`src/rtl/pn_event_display.sv`:
```
// pn_event_display: queues Petri-net firing events and replays them on the
// active-low LEDs with a dwell/gap cadence; also flags a stalled net.
module pn_event_display #(
  parameter int unsigned DEPTH           = 8,
  parameter int unsigned DWELL_CYCLES    = 13_500_000,
  parameter int unsigned GAP_CYCLES      = 2_700_000,
  parameter int unsigned DEADLOCK_CYCLES = 1024
) (
  input  logic        sys_clk,
  input  logic        sys_rst,
  input  logic        fire_valid,
  input  logic [1:0]  fire_id,
  input  logic [31:0] fire_count,
  output logic [5:0]  led,
  output logic        deadlock,
  output logic [7:0]  drop_count,
  output logic [15:0] fire_total
);

  localparam int unsigned AW = $clog2(DEPTH);
  localparam int unsigned PW = AW + 1;
  localparam int unsigned TW = 32;

  typedef struct packed {
    logic [1:0] id;
    logic [3:0] cnt;
  } entry_t;

  typedef enum logic [1:0] {IDLE, SHOW, GAP} state_t;

  state_t          state_q, state_d;
  logic [TW-1:0]   tmr_q, tmr_d;
  entry_t          disp_q, disp_d;
  logic [5:0]      led_q, led_d;
  logic [PW-1:0]   wr_ptr_q, wr_ptr_d;
  logic [PW-1:0]   rd_ptr_q, rd_ptr_d;
  entry_t          mem_q [DEPTH];
  logic [TW-1:0]   idle_q, idle_d;
  logic            deadlock_q, deadlock_d;
  logic [7:0]      drop_q, drop_d;
  logic [15:0]     total_q, total_d;

  logic            event_c;
  logic            empty_c;
  logic            full_c;
  logic            pop_c;
  logic            push_c;
  entry_t          entry_in_c;

  // Event qualification, FIFO status and accept decision
  always_comb begin
    event_c       = fire_valid && (fire_id != 2'd0);
    empty_c       = (wr_ptr_q == rd_ptr_q);
    full_c        = (wr_ptr_q[AW] != rd_ptr_q[AW]) &&
                    (wr_ptr_q[AW-1:0] == rd_ptr_q[AW-1:0]);
    pop_c         = (state_q == IDLE) && !empty_c;
    push_c        = event_c && (!full_c || pop_c);
    entry_in_c.id  = fire_id;
    entry_in_c.cnt = (fire_count > 32'd15) ? 4'hF : fire_count[3:0];
    wr_ptr_d      = wr_ptr_q + PW'(push_c);
    rd_ptr_d      = rd_ptr_q + PW'(pop_c);
  end

  // Display FSM next state, shared dwell/gap timer and LED image
  always_comb begin
    state_d = state_q;
    tmr_d   = tmr_q;
    disp_d  = disp_q;
    case (state_q)
      IDLE: begin
        if (!empty_c) begin
          disp_d  = mem_q[rd_ptr_q[AW-1:0]];
          tmr_d   = TW'(DWELL_CYCLES);
          state_d = SHOW;
        end
      end
      SHOW: begin
        if (tmr_q == TW'(1)) begin
          tmr_d   = TW'(GAP_CYCLES);
          state_d = GAP;
        end else begin
          tmr_d = tmr_q - TW'(1);
        end
      end
      GAP: begin
        if (tmr_q == TW'(1)) begin
          state_d = IDLE;
        end else begin
          tmr_d = tmr_q - TW'(1);
        end
      end
      default: state_d = IDLE;
    endcase
    led_d = (state_d == SHOW) ? ~{disp_d.id, disp_d.cnt} : 6'h3F;
  end

  // Statistics counters and idle/deadlock tracking
  always_comb begin
    total_d = total_q + 16'(push_c);
    drop_d  = drop_q;
    if (event_c && !push_c && (drop_q != 8'hFF)) begin
      drop_d = drop_q + 8'd1;
    end
    if (event_c) begin
      idle_d = '0;
    end else if (idle_q == TW'(DEADLOCK_CYCLES)) begin
      idle_d = idle_q;
    end else begin
      idle_d = idle_q + TW'(1);
    end
    deadlock_d = (idle_d == TW'(DEADLOCK_CYCLES));
  end

  // FIFO storage; contents need no reset since pointers gate visibility
  always_ff @(posedge sys_clk) begin
    if (push_c) begin
      mem_q[wr_ptr_q[AW-1:0]] <= entry_in_c;
    end
  end

  // State registers with synchronous reset
  always_ff @(posedge sys_clk) begin
    if (sys_rst) begin
      state_q    <= IDLE;
      tmr_q      <= '0;
      disp_q     <= '0;
      led_q      <= 6'h3F;
      wr_ptr_q   <= '0;
      rd_ptr_q   <= '0;
      idle_q     <= '0;
      deadlock_q <= 1'b0;
      drop_q     <= '0;
      total_q    <= '0;
    end else begin
      state_q    <= state_d;
      tmr_q      <= tmr_d;
      disp_q     <= disp_d;
      led_q      <= led_d;
      wr_ptr_q   <= wr_ptr_d;
      rd_ptr_q   <= rd_ptr_d;
      idle_q     <= idle_d;
      deadlock_q <= deadlock_d;
      drop_q     <= drop_d;
      total_q    <= total_d;
    end
  end

  assign led        = led_q;
  assign deadlock   = deadlock_q;
  assign drop_count = drop_q;
  assign fire_total = total_q;

endmodule
```
`config.mk`:
```
export PLATFORM = sky130hd
export DESIGN_NAME = pn_event_display
export DESIGN_NICKNAME = d
export VERILOG_FILES = /design/src/rtl/pn_event_display.sv
export SDC_FILE = /design/constraint.sdc
export NUM_CORES = 1
export LEC_CHECK = 0
export CAP_MARGIN = 20
export CORE_ASPECT_RATIO = 0.8
export CORE_MARGIN = 2
export CORE_UTILIZATION = 52
export DETAILED_ROUTE_END_ITERATION = 12
export PLACE_DENSITY = 0.87
export SYNTH_ARGS = -nofsm -noshare
export SYNTH_HDL_FRONTEND = slang
export SYNTH_SLANG_ARGS = --single-unit
```
`constraint.sdc`:
```
create_clock -name sys_clk -period 2.1 [get_ports sys_clk]
set_input_delay 0.42 -clock sys_clk [delete_from_list [all_inputs] [get_ports sys_clk]]
set_output_delay 0.42 -clock sys_clk [all_outputs]
set_load 0.02 [all_outputs]
```
==> reports/results.ini <==
[cts]
ctsRootBufferMaster = clkbuf_16
cts.hold.buffers_added = 0
cts_buffers = 17
cts_tree = built
clkSinkCount = 159
insertion_delay_ns = 0.44
cts_buffer_depth = 2
h-tree-depth = 4
cts.clk_slew.worst_paths_ns = 0.06

[floorplan]
placementRows = 39
die_area_mm2 = 0.0156
die_y_um = 112
die_x_um = 139
core-area_mm2 = 0.0142
ios = 68
start_util = 0.532

[placed_design]
finalWeightedCongestion = 0.930
dpl-instance-area_mm2 = 0.00937
dpl.hpwl_mm = 13.4
io_buffer_count = 67
pre_cts_slack_ns = -0.383

[route]
drtAntennaViolNets = 0
post-route-drc-count = 0
routed-wl-met2_mm = 12.3
post_drt_via_cell_ratio = 6.29
routed.top_layer = met4
wirelength_mm = 25.2
via_count = 7393
drt_iter0_drc = 970
wl_per_cell_um = 21.4
drt-met1-wl_mm = 9.39
wl_met3_mm = 2.03
firstDrtPassIters = 6

[sta]
layout_min_cycle_time_ns = 2.51
fmax_mhz = 399
tightest_slew_ns = 0.531
finalSetupTns_ns = -8.51
rsz0062_at_grt = true
hold_viol = 0
slew_viol_final = 0
finalWorstSetupSlack_ns = -0.405
clock_skew_ns = 0.0109
slew-limit-headroom = 0.643
finalCritPeriodShare = 1.19
setup_viol = 61

[layout]
drive_gt1_frac = 0.328
fin_nets = 1031
mostFrequentLayoutCells = 151 x buf_4, 109 x nor2_1, 87 x dfxtp_1
antenna_cells = 0
syn2layout_area_growth_pct = 42.1
design_area_mm2 = 0.0108
final_common_cell = buf_4
utilization = 0.755

[setup_path]
max_stage_delay_ns = 0.53
path_max_fanout = 8
path_buf_inv = 3
critPathLaunchType = flop
crit_type = flop to flop
cp.required_ns = 2.46
crit_chain = or4_4 > nand4b_4 > buf_4 > nor3_4 > buf_6 > a211oi_4 > buf_6 > o21ai_1 > a22oi_2 > nor2_1
cpLargestDelayFamily = simple AND/OR/NAND/NOR gates
crit_path_end_kind = flop
critical_path.most_common_cell = buf_6
cp_slowest_cell = or4_4
cp.arrival_ns = 2.86

[synthesis]
ys_warn_count = 0
synth_top_family_by_area = simple AND/OR/NAND/NOR gates
synthMuxAreaShare = 0.0492
synth-xor-area-share = 0.0821
synth_cell_types = 72
postSynthCellCount = 763
yosys.area.top_type = dfxtp_1
yosysTopAreaCellShare = 0.293
async_flop_share = 0
syn_area_per_cell_um2 = 9.93
yosys.area_share.simple = 0.238
synth_fa_ha_area_frac = 0.0248
synthTopCellsByArea = dfxtp_1 29%, edfxtp_1 19%, nor2_1 5.7%, xor2_1 4.7%, mux4_2 3.6%
synth-edff-count = 48
synth_seq_cells = 159
syn-num-nets = 815
synth_area_mm2 = 0.00757
seq_area_frac_synth = 0.484
synth-compound-area-share = 0.0899
synth-main-ff-cell = dfxtp_1

[grt]
grt_pass1_vias = 7085
grt-ovfl-total = 0
track_usage = 0.281
antenna_found_initial = 0
grt_max_degree = 37
grt_pass1_wl_mm = 35.2

[power]
irDropWorstVdd_v = 0.000873
p_per_area_mw_per_mm2 = 1090
p_total_mw = 11.7
leakage_nw = 4.15

[job]
cap_violations = 0

[run_status]
violations = negative setup slack
status = complete, but fails checks

[worst_hold_path]
hold_path_class = input port to flop

-- final timing paths --
path                  start        end  slack, ns  depth (start not counted)
setup / recovery  tmr_q[21]  tmr_q[11]      -0.41                         10
hold / removal      sys_rst  tmr_q[18]       0.40                          2
hold reg to reg   disp_q[1]  disp_q[1]       0.48                          2
setup reg to reg  tmr_q[21]  tmr_q[11]      -0.41                         10
-- state kept, by name, indices dropped and copies added, names as in the netlist --
| register | flops |
|---|---|
| rd_ptr_q | 4 |
| tmr_q | 32 |
| deadlock | 1 |
| disp_q | 6 |
| fire_total | 16 |
| wr_ptr_q | 4 |
| mem_q | 48 |
| state_q | 2 |
| idle_q | 32 |
| drop_count | 8 |
| led | 6 |
-- cell type report --
class                      instances  area [um2]
multi-input combinational        552        4260
sequential                       159        3710
fill                             805        3490
timing repair buffer             232        1960
clock buffer                      24         472
tap                              184         230
clock inverter                     8        67.6
inverter                          17        63.8
-- stage by stage --
step           hold slack (ns)  std cells
2_1_floorplan            0.440        763
3_3_place_gp             0.455       1118
3_5_place_dp             0.474       1118
4_1_cts                  0.365       1159
5_1_grt                  0.424       1176
6_report                 0.401       1176
-- per-layer routing --
metal / global-route usage / vias up
li1: - / 3199
met1: 0.339 / 3508
met2: 0.471 / 521
met3: 0.0684 / 165
met4: 0.145 / 0
met5: 0 / -
-- what timing repair did --
action	CTS	global route
gates resized for setup	37	105
setup endpoints to repair	56	95
cloned	2	1
setup buffers	7	16
pin swaps	17	32
-- power breakdown --
group          switching, mW  internal [mW]  leakage (nW)  total (mW)
Combinational           2.82           2.28          2.49        5.10
Sequential             0.236           3.48          1.40        3.72
Clock                   1.22           1.68         0.268        2.90
Total                   4.28           7.44          4.15        11.7
-- worst reg2reg max path, stage by stage (launching register included) --
cell      delay (ns)
dfxtp_2         0.32
or4_4           0.53
nand4b_4        0.22
buf_4           0.18
nor3_4          0.13
buf_6           0.17
a211oi_4        0.12
buf_6           0.19
o21ai_1         0.24
a22oi_2         0.16
nor2_1          0.17
-- logic make-up (layout without fill, tap and decap cells) --
group                    count (synthesis)  after routing
multiplexers                            22             22
buffers and inverters                   55            281
XOR/XNOR                                71             71
adder cells (fa/ha/maj)                 15             15
AND/OR/NAND/NOR                        342            342
flip-flops                             159            159
AO/OA/AOI/OAI                           99            102
-- Yosys cell counts (all sizes together) (3+ instances only) --
cell / instances
nor3: 29
inv: 17
nor2: 114
or4: 3
a21oi: 31
a211oi: 6
xor2: 41
nor3b: 5
buf: 17
a31oi: 6
nor4: 20
and2: 5
a22oi: 4
ha: 15
or3: 12
clkbuf: 21
nor2b: 11
a311oi: 3
mux2i: 8
nand4: 27
nand3: 36
edfxtp: 48
o21ai: 19
nor4b: 3
dfxtp: 111
nand2: 39
nand2b: 10
and4: 7
xnor2: 30
o31ai: 6
and3: 14
mux4: 12
(Power assumes the default switching activity.)
